==> src/rtl/aes_host_ctrl.sv <==
// aes_host_ctrl: register-bus initiator that runs one aes block per request.
// Each phase starts with one cs=0 cycle: 8 such cycles with a key load, 5 without.
module aes_host_ctrl #(
    parameter int POLL_TIMEOUT = 4096,
    parameter int ADDR_W       = 8
) (
    input  logic              clk,
    input  logic              reset,
    input  logic              req_valid,
    output logic              req_ready,
    input  logic [127:0]      req_key,
    input  logic [127:0]      req_block,
    input  logic              req_encdec,
    input  logic              req_new_key,
    output logic              rsp_valid,
    input  logic              rsp_ready,
    output logic [127:0]      rsp_data,
    output logic              rsp_error,
    output logic              busy,
    output logic              cs,
    output logic              we,
    output logic [ADDR_W-1:0] address,
    output logic [31:0]       write_data,
    input  logic [31:0]       read_data
);

    localparam int PW = $clog2(POLL_TIMEOUT + 1);

    typedef enum logic [3:0] {
        S_IDLE, S_CFG, S_KEY, S_INIT, S_PINIT,
        S_BLK, S_NEXT, S_PVAL, S_RES, S_RSP
    } state_t;

    state_t         state, state_d, nxt;
    logic           gap, gap_d;
    logic [2:0]     idx, idx_d;
    logic [PW-1:0]  pcnt, pcnt_d;
    logic [127:0]   key_q, blk_q, cached_key;
    logic           encdec_q, new_key_q, key_cached;
    logic           need_key, adv;
    logic           accept, cache_set, err_set, res_wr;
    logic [7:0]     addr8;
    logic [31:0]    key_word, blk_word;
    logic           poll_last;

    assign need_key  = new_key_q || !key_cached || (key_q != cached_key);
    assign key_word  = idx[2] ? 32'd0 : key_q[{idx[1:0], 5'd0} +: 32];
    assign blk_word  = blk_q[{idx[1:0], 5'd0} +: 32];
    assign poll_last = (pcnt == PW'(POLL_TIMEOUT - 1));
    assign address   = ADDR_W'(addr8);

    always_comb begin
        state_d    = state;
        gap_d      = 1'b0;
        idx_d      = idx;
        pcnt_d     = pcnt;
        nxt        = state;
        adv        = 1'b0;
        cs         = 1'b0;
        we         = 1'b0;
        addr8      = 8'h00;
        write_data = 32'd0;
        req_ready  = 1'b0;
        rsp_valid  = 1'b0;
        busy       = (state != S_IDLE);
        accept     = 1'b0;
        cache_set  = 1'b0;
        err_set    = 1'b0;
        res_wr     = 1'b0;
        unique case (state)
            S_IDLE: begin
                req_ready = 1'b1;
                if (req_valid) begin
                    accept = 1'b1;
                    adv    = 1'b1;
                    nxt    = S_CFG;
                end
            end
            S_CFG: if (!gap) begin
                cs         = 1'b1;
                we         = 1'b1;
                addr8      = 8'h0a;
                write_data = {30'd0, 1'b0, encdec_q};
                adv        = 1'b1;
                nxt        = need_key ? S_KEY : S_BLK;
            end
            S_KEY: if (!gap) begin
                cs         = 1'b1;
                we         = 1'b1;
                addr8      = 8'h10 + {5'd0, idx};
                write_data = key_word;
                idx_d      = idx + 3'd1;
                adv        = (idx == 3'd7);
                nxt        = S_INIT;
            end
            S_INIT: if (!gap) begin
                cs         = 1'b1;
                we         = 1'b1;
                addr8      = 8'h08;
                write_data = 32'h1;
                adv        = 1'b1;
                nxt        = S_PINIT;
            end
            S_PINIT: if (!gap) begin
                cs    = 1'b1;
                addr8 = 8'h09;
                if (read_data[0]) begin
                    cache_set = 1'b1;
                    adv       = 1'b1;
                    nxt       = S_BLK;
                end else if (poll_last) begin
                    err_set = 1'b1;
                    adv     = 1'b1;
                    nxt     = S_RSP;
                end else begin
                    pcnt_d = pcnt + PW'(1);
                end
            end
            S_BLK: if (!gap) begin
                cs         = 1'b1;
                we         = 1'b1;
                addr8      = 8'h20 + {5'd0, idx};
                write_data = blk_word;
                idx_d      = idx + 3'd1;
                adv        = (idx == 3'd3);
                nxt        = S_NEXT;
            end
            S_NEXT: if (!gap) begin
                cs         = 1'b1;
                we         = 1'b1;
                addr8      = 8'h08;
                write_data = 32'h2;
                adv        = 1'b1;
                nxt        = S_PVAL;
            end
            S_PVAL: if (!gap) begin
                cs    = 1'b1;
                addr8 = 8'h09;
                if (read_data[1]) begin
                    adv = 1'b1;
                    nxt = S_RES;
                end else if (poll_last) begin
                    err_set = 1'b1;
                    adv     = 1'b1;
                    nxt     = S_RSP;
                end else begin
                    pcnt_d = pcnt + PW'(1);
                end
            end
            S_RES: if (!gap) begin
                cs     = 1'b1;
                addr8  = 8'h30 + {5'd0, idx};
                res_wr = 1'b1;
                idx_d  = idx + 3'd1;
                adv    = (idx == 3'd3);
                nxt    = S_RSP;
            end
            S_RSP: begin
                rsp_valid = 1'b1;
                if (rsp_ready) begin
                    adv = 1'b1;
                    nxt = S_IDLE;
                end
            end
            default: begin
                adv = 1'b1;
                nxt = S_IDLE;
            end
        endcase
        // every bus phase opens with an idle cycle so cs drops between phases
        if (adv) begin
            state_d = nxt;
            gap_d   = (nxt != S_RSP) && (nxt != S_IDLE);
            idx_d   = 3'd0;
            pcnt_d  = '0;
        end
    end

    always_ff @(posedge clk) begin
        if (reset) begin
            state      <= S_IDLE;
            gap        <= 1'b0;
            idx        <= 3'd0;
            pcnt       <= '0;
            key_q      <= '0;
            blk_q      <= '0;
            encdec_q   <= 1'b0;
            new_key_q  <= 1'b0;
            key_cached <= 1'b0;
            cached_key <= '0;
            rsp_data   <= '0;
            rsp_error  <= 1'b0;
        end else begin
            state <= state_d;
            gap   <= gap_d;
            idx   <= idx_d;
            pcnt  <= pcnt_d;
            if (accept) begin
                key_q     <= req_key;
                blk_q     <= req_block;
                encdec_q  <= req_encdec;
                new_key_q <= req_new_key;
                rsp_error <= 1'b0;
            end
            if (cache_set) begin
                key_cached <= 1'b1;
                cached_key <= key_q;
            end
            if (res_wr) begin
                rsp_data[{idx[1:0], 5'd0} +: 32] <= read_data;
            end
            if (err_set) begin
                rsp_error  <= 1'b1;
                rsp_data   <= '0;
                key_cached <= 1'b0;
            end
        end
    end

endmodule

==> config.mk <==
export PLATFORM = sky130hd
export DESIGN_NAME = aes_host_ctrl
export DESIGN_NICKNAME = d
export VERILOG_FILES = /design/src/rtl/aes_host_ctrl.sv
export SDC_FILE = /design/constraint.sdc
export NUM_CORES = 1
export LEC_CHECK = 0
export ABC_AREA = 1
export CORE_MARGIN = 2
export CORE_UTILIZATION = 40
export DETAILED_ROUTE_END_ITERATION = 6
export PLACE_DENSITY_LB_ADDON = 0.1
export SYNTH_ARGS = -nofsm -noshare
export SYNTH_HDL_FRONTEND = slang
export SYNTH_SLANG_ARGS = --single-unit
==> constraint.sdc <==
create_clock -name clk -period 7.9 [get_ports clk]
set_input_delay 2.37 -clock clk [delete_from_list [all_inputs] [get_ports clk]]
set_output_delay 2.37 -clock clk [all_outputs]
set_load 0.02 [all_outputs]
==> results.ini <==
[grt]
grt_max_degree=216
grt_antenna_before_repair=11
use_met3_pct=6.365
grt_usage_pct=32.01
grt_pass1_vias=23130
use_met1_pct=42.70
use_met2_pct=49.40
grt_busiest_layer=met2
grt_overflow=0
grt_pass1_wl_um=152000

[synth]
synthArstFlopShare_pct=0
synthTopCellsByArea=dfxtp_1 43%, a21oi_1 11%, o21ai_0 11%
synth_top_area_share_pct=43.47
netlist_instances=3573
ys_types=40
syn-cell-area_um2=24730
yosysWarnings=0
synth.avg_cell_area_um2=6.921
synth-seq-cells=537
yosys.area.top_type=dfxtp_1
ys_seq_area_share_pct=43.47
synth-edff-count=0
synth_ff_type=dfxtp_1

[clocking]
path_clk_slew_ns=0.06
clkLatencyLatePin_ns=0.63
postCtsResizedCells=0
cts_tree=done
cts.sink_count=537
root_buffer=clkbuf_16
hold_buffers=0
cts_buffers=59
clk_path_buf_depth=3
post_cts_buffers=0
h-tree-depth=2

[floorplan]
die_x_um=252.6
die_y_um=252.6
core-area_um2=61370
ioPinCount=468
initial_core_util_pct=40.29
die_area_um2=63830
placementRows=91

[timing]
rsz0062_at_grt=no
finalSetupViolations=0
tightest_slew_ns=1.160
finalCriticalPeriod_ns=6.282
fmax_mhz=159.2
final_max_slew_viol_count=0
clock_skew_ns=0.03204
hold_viol_final=0
period_share_pct=79.52
tns_ns=0
slew_headroom_pct=22.69

[drt]
route.detailed.drc=0
avgRoutedWirePerCell_um=22.39
routed_via_density=5.401
first_pass_iters=6
ant_nets=0
routed_wl_um=105700
vias=25480
drt-initial-drc-count=2560

[worst_hold_path]
hold_path.class=reg -> reg
holdPathEnd=cached_key[68]
holdPathStages=2
worstHoldStart=cached_key[68]

[placed_design]
gp_congestion=1.016
io_buffers=465
dpl.hpwl_um=78430
dpl.cell_count=4608

[cells_and_area]
fill_cells=6130
post-route-util_pct=51.37
nets=4182
layout_common_cells=556 x a21oi_1, 535 x dfxtp_1, 534 x nand2_1
drive_gt1_share_pct=4.668
syn_to_final_growth_pct=27.48
finalNonFillerCells=4718
layout_commonest_cell=a21oi_1

[power_and_ir_drop]
vdd_drop_max_uv=172.3
pwr-share-seq_pct=39.5
p_switching_uw=3324
power.leakage_uw=0.01216
p_sw_share_pct=38.09
intPower_uw=5403
cellPowerDensity_nw_per_um2=276.8
clockPowerShare_pct=31.1
power_frac_comb_pct=29.4

[worst_setup_path]
r2r.worst_path.cells=7
arrival_ns=3.91
crit_path_start_kind=register
critPathCaptureType=output port
path_cells=buf_4, o21ai_0, o22ai_1, a211o_1, clkdlybuf4s50_1
cpPeakStageDelay_ns=1.08
worstReg2RegStart=idx[0]
worstSetupPathType=reg -> out
crit_path_top_delay_cell=dfxtp_4
cp_max_fo=111
reg2reg_to=rsp_data[91]
setup.reg_to_reg.worst_slack_ns=3.94
required_ns=5.53

[flow_run]
cap_violations=0

[run_status]
status=complete, no violations

-- cells by family (layout without fill, tap and decap cells) --
kind of cell | after synthesis | count (layout) | synth area share [%]
buffers and inverters | 704 | 1050 | 11.02
DFF | 537 | 537 | 43.47
xor gates and xnor gates | 24 | 24 | 0.8500
other | 1 | 10 | 0.01516
and+or+nand+nor | 1044 | 1044 | 17.29
adders and majority gates | 9 | 9 | 0.4554
AOI/OAI and AO/OA | 1254 | 1254 | 26.90
-- synth_stat cells, types with 4 or more instances --
master and number:
nand2_2 4, nor2_2 7, xnor2_1 16, a211oi_1 65, xor2_1 8, nand2_1 536, o21ai_0 530, a21oi_1 556
buf_4 15, buf_2 20, inv_1 449, nand3_1 97, clkbuf_1 203, buf_1 8, dfxtp_1 537, inv_2 9
a31oi_1 64, nand3b_1 5, nand4_1 42, nor2_1 331, a31o_2 30, nor3_1 4, ha_1 9
-- through the flow --
step / power [uW] / worst slack, ns / hold WS, ns / cell area (um2)
6_report: 8726 / 1.618 / 0.4536 / 31530
4_1_cts: 8680 / 1.670 / 0.4559 / 31510
3_3_place_gp: 5991 / 2.408 / 0.4418 / 29650
5_1_grt: 9081 / 1.308 / 0.4637 / 31510
3_5_place_dp: 5984 / 2.353 / 0.4444 / 29650
2_1_floorplan: 4835 / 3.815 / 0.4297 / 24730
-- how the worst max path moves through the flow --
stage | start | end | slack [ns] | cells past startpoint
floorplan | state[3] | address[0] | 3.82 | 8
global placement | idx[0] | write_data[1] | 2.41 | 6
detailed placement | idx[0] | write_data[1] | 2.35 | 5
CTS | idx[0] | write_data[1] | 1.67 | 5
global route | idx[0] | write_data[0] | 1.31 | 7
finish | idx[0] | write_data[1] | 1.62 | 5
-- final cells by class --
| type | instances | area [um2] | area share [%] |
|---|---|---|---|
| clock inverters | 10 | 88.84 | 0.2818 |
| multi-input cells | 2333 | 11300 | 35.84 |
| flip-flops and latches | 537 | 10760 | 34.12 |
| inverters | 458 | 1737 | 5.509 |
| well taps | 790 | 988.4 | 3.135 |
| clock buffers | 92 | 1770 | 5.616 |
| repair buffers | 490 | 4867 | 15.44 |
| diodes | 8 | 20.02 | 0.06350 |
-- critical path: cells and delay by family, from the launching register on --
family	cells	cell delay (ns)
AO/OA/AOI/OAI	3	0.58
buffers and inverters	2	1.57
flip-flops	1	1.08
-- flip-flops by register name (all words and copies together), names as in the netlist --
| signal | cells |
|---|---|
| pcnt | 13 |
| encdec_q | 1 |
| new_key_q | 1 |
| rsp_data | 128 |
| state | 4 |
| key_cached | 1 |
| cached_key | 128 |
| rsp_error | 1 |
| gap | 1 |
| blk_q | 128 |
| idx | 3 |
| key_q | 128 |
-- power by group through the flow --
stage,Sequential [uW],Clock [uW],Combinational (uW)
floorplan,3330,0,1510
global placement,3490,0,2500
detailed placement,3480,0,2500
CTS,3430,2740,2510
global route,3480,2830,2760
finish,3450,2710,2570
-- metal layers --
metal	vias up	wire, um
met5	-	13
met4	2	5271
met3	190	9336
met2	1089	46440
met1	11820	44590
li1	12380	-
(Power assumes the default switching activity.)
